**src/rtl/preamble_pkg.sv**
```systemverilog
// Definitions shared by the preamble stripper and the preamble inserter:
// the preamble word, its length in words, FSM encodings and a saturating counter helper.
package preamble_pkg;

  localparam logic [15:0] C_PREAMBLE_PATTERN = 16'hABCD;
  localparam int unsigned C_PREAMBLE_LEN     = 1;

  localparam logic [1:0] C_HUNT    = 2'd0;
  localparam logic [1:0] C_PAYLOAD = 2'd1;
  localparam logic [1:0] C_DROP    = 2'd2;

  function automatic logic [15:0] sat_inc16(input logic [15:0] value);
    return (value == 16'hFFFF) ? value : value + 16'd1;
  endfunction

endpackage

```
**src/rtl/axis_out_reg.sv**
```systemverilog
// Single-entry AXI-Stream output register. A new word may be loaded in the
// same cycle the held word drains, so throughput is one word per cycle.
module axis_out_reg #(
  parameter int C_DATA_WIDTH = 16
) (
  input  logic                    clk_i,
  input  logic                    rst_i,
  input  logic                    load,
  input  logic [C_DATA_WIDTH-1:0] load_data,
  input  logic                    load_last,
  output logic                    can_load,
  output logic [C_DATA_WIDTH-1:0] m_axis_tdata,
  output logic                    m_axis_tvalid,
  input  logic                    m_axis_tready,
  output logic                    m_axis_tlast
);

  assign can_load = ~m_axis_tvalid | m_axis_tready;

  // NOTE: registers are updated with non-blocking assignments so every
  // flop samples pre-edge values regardless of statement order.
  always_ff @(posedge clk_i or posedge rst_i) begin
    if (rst_i) begin
      m_axis_tdata  <= '0;
      m_axis_tlast  <= 1'b0;
      m_axis_tvalid <= 1'b0;
    end else if (load) begin
      m_axis_tdata  <= load_data;
      m_axis_tlast  <= load_last;
      m_axis_tvalid <= 1'b1;
    end else if (m_axis_tready) begin
      m_axis_tvalid <= 1'b0;
    end
  end

endmodule

```
**src/rtl/preamble_strip.sv**
```systemverilog
// Removes a one-word preamble from each AXI-Stream frame, forwards at most
// C_FRAME_LEN payload words and counts good and errored frames.
module preamble_strip
  import preamble_pkg::*;
#(
  parameter int C_DATA_WIDTH = 16,
  parameter int C_FRAME_LEN  = 10
) (
  input  logic                    clk_i,
  input  logic                    rst_i,
  input  logic [C_DATA_WIDTH-1:0] s_axis_tdata,
  input  logic                    s_axis_tvalid,
  output logic                    s_axis_tready,
  input  logic                    s_axis_tlast,
  output logic [C_DATA_WIDTH-1:0] m_axis_tdata,
  output logic                    m_axis_tvalid,
  input  logic                    m_axis_tready,
  output logic                    m_axis_tlast,
  output logic                    frame_err_o,
  output logic [15:0]             good_cnt_o,
  output logic [15:0]             err_cnt_o
);

  localparam int                    CW       = $clog2(C_FRAME_LEN + 1);
  localparam logic [C_DATA_WIDTH-1:0] PATTERN = C_DATA_WIDTH'(C_PREAMBLE_PATTERN);
  localparam logic [CW-1:0]         LAST_IDX = CW'(C_FRAME_LEN - 1);

  logic [1:0]    state, state_nxt;
  logic [CW-1:0] cnt, cnt_nxt;
  logic          hs, load, load_last, can_load;
  logic          err_evt, good_evt;

  // Input is refused during reset so an in-flight word is never accepted.
  assign s_axis_tready = ~rst_i & ((state == C_PAYLOAD) ? can_load : 1'b1);
  assign hs            = s_axis_tvalid & s_axis_tready;

  // NOTE: every output of this block gets a default first so no path
  // leaves a signal unassigned and no latch is inferred.
  always_comb begin
    state_nxt = state;
    cnt_nxt   = cnt;
    load      = 1'b0;
    load_last = s_axis_tlast;
    err_evt   = 1'b0;
    good_evt  = 1'b0;
    case (state)
      C_HUNT: begin
        if (hs) begin
          if (s_axis_tdata == PATTERN && !s_axis_tlast) begin
            state_nxt = C_PAYLOAD;
            cnt_nxt   = '0;
          end else begin
            err_evt   = 1'b1;
            state_nxt = s_axis_tlast ? C_HUNT : C_DROP;
          end
        end
      end
      C_PAYLOAD: begin
        if (hs) begin
          load = 1'b1;
          if (s_axis_tlast) begin
            good_evt  = 1'b1;
            state_nxt = C_HUNT;
          end else if (cnt == LAST_IDX) begin
            // Oversized frame: close it downstream, discard the remainder.
            load_last = 1'b1;
            err_evt   = 1'b1;
            state_nxt = C_DROP;
          end else begin
            cnt_nxt = cnt + CW'(1);
          end
        end
      end
      C_DROP: begin
        if (hs && s_axis_tlast) state_nxt = C_HUNT;
      end
      default: state_nxt = C_HUNT;
    endcase
  end

  always_ff @(posedge clk_i or posedge rst_i) begin
    if (rst_i) begin
      state       <= C_HUNT;
      cnt         <= '0;
      frame_err_o <= 1'b0;
      good_cnt_o  <= '0;
      err_cnt_o   <= '0;
    end else begin
      state       <= state_nxt;
      cnt         <= cnt_nxt;
      frame_err_o <= err_evt;
      if (good_evt) good_cnt_o <= sat_inc16(good_cnt_o);
      if (err_evt)  err_cnt_o  <= sat_inc16(err_cnt_o);
    end
  end

  axis_out_reg #(
    .C_DATA_WIDTH (C_DATA_WIDTH)
  ) u_out_reg (
    .clk_i         (clk_i),
    .rst_i         (rst_i),
    .load          (load),
    .load_data     (s_axis_tdata),
    .load_last     (load_last),
    .can_load      (can_load),
    .m_axis_tdata  (m_axis_tdata),
    .m_axis_tvalid (m_axis_tvalid),
    .m_axis_tready (m_axis_tready),
    .m_axis_tlast  (m_axis_tlast)
  );

endmodule

```
**config.mk**
```make
export PLATFORM = sky130hd
export DESIGN_NAME = preamble_strip
export DESIGN_NICKNAME = d
export VERILOG_FILES = /design/src/rtl/preamble_pkg.sv /design/src/rtl/axis_out_reg.sv /design/src/rtl/preamble_strip.sv
export SDC_FILE = /design/constraint.sdc
export NUM_CORES = 1
export LEC_CHECK = 0
export CAP_MARGIN = 25
export CORE_MARGIN = 1
export CORE_UTILIZATION = 53
export DETAILED_ROUTE_END_ITERATION = 7
export PLACE_DENSITY = 0.85
export SLEW_MARGIN = 20
export SYNTH_ARGS = -nofsm -noshare
export SYNTH_HDL_FRONTEND = slang
export SYNTH_HIERARCHICAL = 1
export SYNTH_SLANG_ARGS = --single-unit
```
**constraint.sdc**
```tcl
create_clock -name clk_i -period 4.3 [get_ports clk_i]
set_clock_uncertainty 0.05 [all_clocks]
set_input_delay 0.86 -clock clk_i [delete_from_list [all_inputs] [get_ports clk_i]]
set_output_delay 0.86 -clock clk_i [all_outputs]
set_load 0.02 [all_outputs]
```
==> results of run 1 <==
layer usage:
layer  routed length (um)  track usage [%]  vias to the layer above
li1                     -                -                     1079
met1                 2610             27.7                     1098
met2                 3050             37.7                       81
met3                  459             6.90                        2
met4                   38             11.1                        0
met5                    0                0                        -
flip-flops by register name (all words and copies together) (netlist names):
| register | count |
|---|---|
| err_cnt_o | 16 |
| state | 2 |
| cnt | 4 |
| u_out_reg/m_axis_tdata | 16 |
| u_out_reg/m_axis_tvalid | 1 |
| frame_err_o | 1 |
| good_cnt_o | 16 |
| u_out_reg/m_axis_tlast | 1 |
synthesized netlist by cell type (4+ instances only):
cell       n  area (um2)
ha_1       4        50.1
a21oi_1    6        30.0
dfrtp_1   57        1430
xor2_1    16         140
nor2_1    17        63.8
nand4_1    7        43.8
mux2_2    13         146
nor4_1     4        25.0
nand3_1   10        50.1
nor3_1     8        40.0
mux2_4     9         135
nand2b_1   6        37.5
nand2_1   23        86.3
o21ai_0    6        30.0
xnor2_1    7        61.3
inv_1      6        22.5
power breakdown:
| group | total, mW | internal, mW | leakage, nW | switching [mW] |
|---|---|---|---|---|
| Clock | 0.472 | 0.270 | 0.102 | 0.202 |
| Combinational | 0.206 | 0.102 | 0.804 | 0.104 |
| Sequential | 0.611 | 0.566 | 0.759 | 0.0451 |
final cells by class:
| class | instances | area [um2] | share of cell area (%) |
|---|---|---|---|
| multi-input combinational | 182 | 1460 | 37.1 |
| sequential | 57 | 1430 | 36.2 |
| timing repair buffer | 75 | 743 | 18.9 |
| clock buffer | 14 | 183 | 4.64 |
| tap | 70 | 87.6 | 2.23 |
| inverter | 7 | 26.3 | 0.668 |
| clock inverter | 2 | 10.0 | 0.254 |
per-stage QoR:
stage / cells / total power, mW / util (%) / setup slack (ns)
2_1_floorplan: 254 / 0.723 / - / 1.78
3_3_place_gp: 391 / 0.821 / 71.0 / 0.826
3_5_place_dp: 391 / 0.827 / 71.0 / 0.792
4_1_cts: 407 / 1.30 / 74.7 / 0.784
5_1_grt: 407 / 1.35 / 74.7 / 0.617
6_report: 407 / 1.29 / 74.7 / 0.794
critical path: cells and delay by family:
kind / cells / cell delay, ns
buf+inv: 2 / 0.96
simple gates: 3 / 0.78
cell families after synthesis:
logic type                 after synthesis  synth area share [%]
and+or+nand+nor                        103                  22.3
DFF                                     57                  47.9
AOI/OAI and AO/OA                       30                  8.65
xor gates and xnor gates                23                  6.76
muxes                                   22                  9.45
buffers and inverters                   15                  3.32
adders and majority gates                4                  1.68
path summary, 6_finish.rpt:
path | depth (start not counted) | startpoint | slack, ns | to
max | 5 | m_axis_tready | 0.79 | s_axis_tready
min | 1 | err_cnt_o[15] | 0.45 | err_cnt_o[15]
max reg2reg | 5 | state[0] | 1.97 | cnt[1]
min reg2reg | 1 | err_cnt_o[15] | 0.45 | err_cnt_o[15]
max in group asynchronous | 2 | rst_i | 2.80 | u_out_reg/m_axis_tdata[11]
min in group asynchronous | 2 | rst_i | 0.97 | u_out_reg/m_axis_tdata[15]
==> flow_summary.yaml, run 1 <==
setup_path:
  crit_arrival_ns: 2.60
  worst_setup_path_end_kind: "output pin"
  critPathMaxStageDelay_ns: 0.57
  worstPathCellList: "clkdlybuf4s50_1 > nand2b_1 > nor3b_2 > nor2_1 > clkdlybuf4s50_1"
  cp.required_ns: 3.39
  start_kind: "primary input"
  crit_top_cell: "clkdlybuf4s50_1"
  cp_slowest_cell: "clkdlybuf4s50_1"
  critPathMaxFanout: 6
  crit_type: "in -> out"
floorplanning:
  dieArea_um2: 5930
  die_w_um: 77.0
  start_util_pct: 56.6
  die_y_um: 77.0
  pin_count: 73
  num_rows: 26
  core_um2: 5270
routing:
  antenna_left: 0
  vias: 2260
  wl_um: 6160
  avgViaCountPerCell: 5.55
  drcViolationCount: 0
  drt_iter0_drc: 74
  wire_per_inst_um: 15.1
  first_pass_iters: 4
clock_tree:
  ctsHoldBuffers: 0
  ctsHtreeMaxLevel: 3
  clock-sinks: 57
  clkLatencyLatePin_ns: 0.33
  post_cts_resized: 0
  cts_tree: "built"
  cts.clk_slew.worst_paths_ns: 0.06
  numCtsBuffers: 9
  root_buffer: "clkbuf_8"
  cts_buffer_depth: 2
  post_cts_buffers: 0
placement:
  place.gp.congestion: 0.817
  hpwl_um: 4330
  numPortBuffers: 72
  placed_area_um2: 3740
timing:
  grt_setup_unrepaired: "false"
  finalHoldViolCount: 0
  slew_viol_final: 0
  hold-worst-slack_ns: 0.451
  setup_violations: 0
  timing.final.crit_share_pct: 81.5
  worst_pin_slew_ns: 0.704
  setup_tns_ns: 0
  timing.fmax_mhz: 285
  relSlewSlack_pct: 52.8
  period_needed_ns: 3.51
global_route:
  antenna_found_initial: 0
  grtUsageTotal_pct: 23.0
  grt_max_degree: 40
  grt_pass1_vias: 2258
  grt_overflow: 0
  grt_pass1_wl_um: 10600
yosys:
  synth-async-reset-ratio_pct: 100
  syn_nets: 279
  synthFlopType: "dfrtp_1"
  seq_area_frac_synth_pct: 47.9
  synthCells: 254
  synth_area_um2: 2980
  yosys_warnings: 6
  ys_types: 54
  ys_ff_latch: 57
  synth_edf_count: 0
  postSynthAreaPerCell_um2: 11.7
layout:
  syn2layout_area_growth_pct: 32.1
  finish.instance_area_um2: 3940
  fill_cells: 362
  drive_above_1_share_pct: 17.2
  antenna_cells: 0
  nets: 357
  mostFrequentLayoutCells: "72 x clkdlybuf4s50_1, 57 x dfrtp_1, 23 x nand2_1"
  layout_commonest_cell: "clkdlybuf4s50_1"
pwr:
  p_per_area_nw_per_um2: 328
  power.leakage_nw: 1.67
  ir_drop_mv: 0.269
flow_run:
  drv_cap: 0
outcome:
  outcome: "complete, no violations"
hold_path:
  hold_path.class: "reg -> reg"
Note: power is estimated with default switching activity, not from simulation.
==> inputs of run 2 (changes only) <==
--- a/config.mk
+++ b/config.mk
@@ -7,9 +7,9 @@
 export LEC_CHECK = 0
 export CAP_MARGIN = 25
 export CORE_MARGIN = 1
-export CORE_UTILIZATION = 53
+export CORE_UTILIZATION = 50
 export DETAILED_ROUTE_END_ITERATION = 7
-export PLACE_DENSITY = 0.85
+export PLACE_DENSITY = 0.81
 export SLEW_MARGIN = 20
 export SYNTH_ARGS = -nofsm -noshare
 export SYNTH_HDL_FRONTEND = slang
==> constraint.sdc (replaced) <==
create_clock -name clk_i -period 3.26 [get_ports clk_i]
set_clock_uncertainty 0.05 [all_clocks]
set_input_delay 0.652 -clock clk_i [delete_from_list [all_inputs] [get_ports clk_i]]
set_output_delay 0.652 -clock clk_i [all_outputs]
set_load 0.02 [all_outputs]
==> flow_summary.yaml, run 2 (synthesis gave the netlist of run 1 again) <==
clock_tree:
  post_cts_resized: 0
  cts_buffer_depth: 2
  numCtsBuffers: 9
  cts_tree: "built"
  clkLatencyLatePin_ns: 0.34
  root_buffer: "clkbuf_8"
  ctsHoldBuffers: 0
  post_cts_buffers: 0
  cts.clk_slew.worst_paths_ns: 0.06
  ctsHtreeMaxLevel: 3
  clock-sinks: 57
timing:
  timing.fmax_mhz: 360
  slew_viol_final: 0
  relSlewSlack_pct: 55.0
  worst_pin_slew_ns: 0.674
  period_needed_ns: 2.78
  grt_setup_unrepaired: "false"
  finalHoldViolCount: 0
  timing.final.crit_share_pct: 85.3
  setup_violations: 0
  setup_tns_ns: 0
setup_path:
  rr_worst_depth: 7
  start_kind: "primary input"
  worst_setup_path_end_kind: "output pin"
  r2r-start: "state[0]"
  rrSetupSlack_ns: 1.02
  critPathMaxFanout: 3
  cp.required_ns: 2.56
  worstReg2RegEnd: "err_cnt_o[9]"
  crit_type: "in -> out"
  crit_arrival_ns: 2.08
hold_path:
  whs_endpoint: "err_cnt_o[5]"
  min_delay_path_depth: 1
  hold_path.class: "reg -> reg"
  hold_start: "err_cnt_o[5]"
global_route:
  grtUsageTotal_pct: 22.2
  grt_util_met2_pct: 35.7
  grt_pass1_wl_um: 10500
  busiest_layer: "met2"
  grt_max_degree: 20
  antenna_found_initial: 0
  grt_overflow: 0
  met1_usage_pct: 26.8
  grt_use_met3_pct: 8.62
  grt_pass1_vias: 2294
outcome:
  outcome: "complete, no violations"
floorplanning:
  pin_count: 73
  die_w_um: 79.2
  dieArea_um2: 6270
  num_rows: 27
  core_um2: 5640
  start_util_pct: 52.8
  die_y_um: 79.2
routing:
  antenna_left: 0
  wl_um: 6130
  drcViolationCount: 0
  vias: 2310
  wire_per_inst_um: 14.8
  first_pass_iters: 5
  drt_iter0_drc: 61
  avgViaCountPerCell: 5.58
pwr:
  combinationalPowerShare_pct: 16.0
  switching_share_pct: 26.7
  p_per_area_nw_per_um2: 431
  p_switching_mw: 0.457
  seqPwrFrac_pct: 46.8
  p_int_mw: 1.26
  ir_drop_mv: 0.290
  clockPowerShare_pct: 37.2
  power.leakage_nw: 1.69
layout:
  mostFrequentLayoutCells: "72 x clkdlybuf4s50_1, 57 x dfrtp_1, 23 x nand2_1"
  fill_cells: 415
  antenna_cells: 0
  fin_util_pct: 70.4
  biggestRegsByFlops: "err_cnt_o x16, good_cnt_o x16, u_out_reg/m_axis_tdata x16"
  nets: 362
  syn2layout_area_growth_pct: 33.3
  layout_commonest_cell: "clkdlybuf4s50_1"
  drive_above_1_share_pct: 17.8
placement:
  hpwl_um: 4470
  numPortBuffers: 72
  place.gp.congestion: 0.790
flow_run:
  drv_cap: 0
==> run 2: cell count changes in the layout (fill, tap and decap cells not counted), sizes merged <==
cell,previous run,this run
bufinv,0,1
buf,3,8
clkbuf,14,13
==> run 2: critical path, cell delays in order <==
cell             delay (ns)
clkdlybuf4s50_1        0.45
nand2b_1               0.17
nor3b_2                0.07
nor2_1                 0.10
clkdlybuf4s50_1        0.63
==> run 2: worst max-delay path by stage <==
stage	start	endpoint	slack, ns	cells past startpoint
detailed placement	s_axis_tdata[4]	err_cnt_o[9]	0.35	7
global placement	s_axis_tdata[4]	err_cnt_o[8]	0.39	7
floorplan	s_axis_tvalid	cnt[1]	0.95	6
global route	m_axis_tready	s_axis_tready	0.41	5
finish	m_axis_tready	s_axis_tready	0.48	5
CTS	m_axis_tready	s_axis_tready	0.46	5
==> run 2: per-stage QoR <==
step | instance area [um2] | worst slack [ns] | cells | power [mW] | hold WS [ns]
after detailed placement | 3780 | 0.349 | 398 | 1.09 | 0.423
final | 3970 | 0.481 | 414 | 1.71 | 0.433
after floorplan | 2980 | 0.945 | 254 | 0.954 | 0.480
after global routing | 3970 | 0.405 | 414 | 1.80 | 0.464
after CTS | 3970 | 0.465 | 414 | 1.73 | 0.435
after global placement | 3780 | 0.386 | 398 | 1.09 | 0.422
==> run 2: routing by layer <==
layer / vias to the layer above / wire [um] / share of wire [%]
met2: 88 / 2920 / 48
li1: 1102 / - / -
met3: 10 / 452 / 7.4
met1: 1110 / 2650 / 43
met5: - / 0 / 0
met4: 0 / 103 / 1.7
==> run 2: final cells by class <==
type                    instances  area (um2)  area share, %
multi-input cells             182        1460           36.8
well taps                      72        90.1           2.27
clock buffers                  13         149           3.75
flip-flops and latches         57        1430           35.9
clock inverters                 3        40.0           1.01
repair buffers                 80         781           19.7
inverters                       7        26.3          0.661
==> run 2: power groups by stage <==
stage | clock (mW) | combinational (mW) | sequential, mW
2_1_floorplan | 0 | 0.106 | 0.848
3_3_place_gp | 0 | 0.272 | 0.813
3_5_place_dp | 0 | 0.276 | 0.814
4_1_cts | 0.653 | 0.277 | 0.802
5_1_grt | 0.687 | 0.298 | 0.811
6_report | 0.637 | 0.273 | 0.802
==> inputs of run 3 (changes only) <==
--- a/config.mk
+++ b/config.mk
@@ -15,3 +15,4 @@
 export SYNTH_HDL_FRONTEND = slang
 export SYNTH_HIERARCHICAL = 1
 export SYNTH_SLANG_ARGS = --single-unit
+export TNS_END_PERCENT = 30
==> results of run 3 <==
No change in the layout: final DEF, timing and power equal those of run 2.
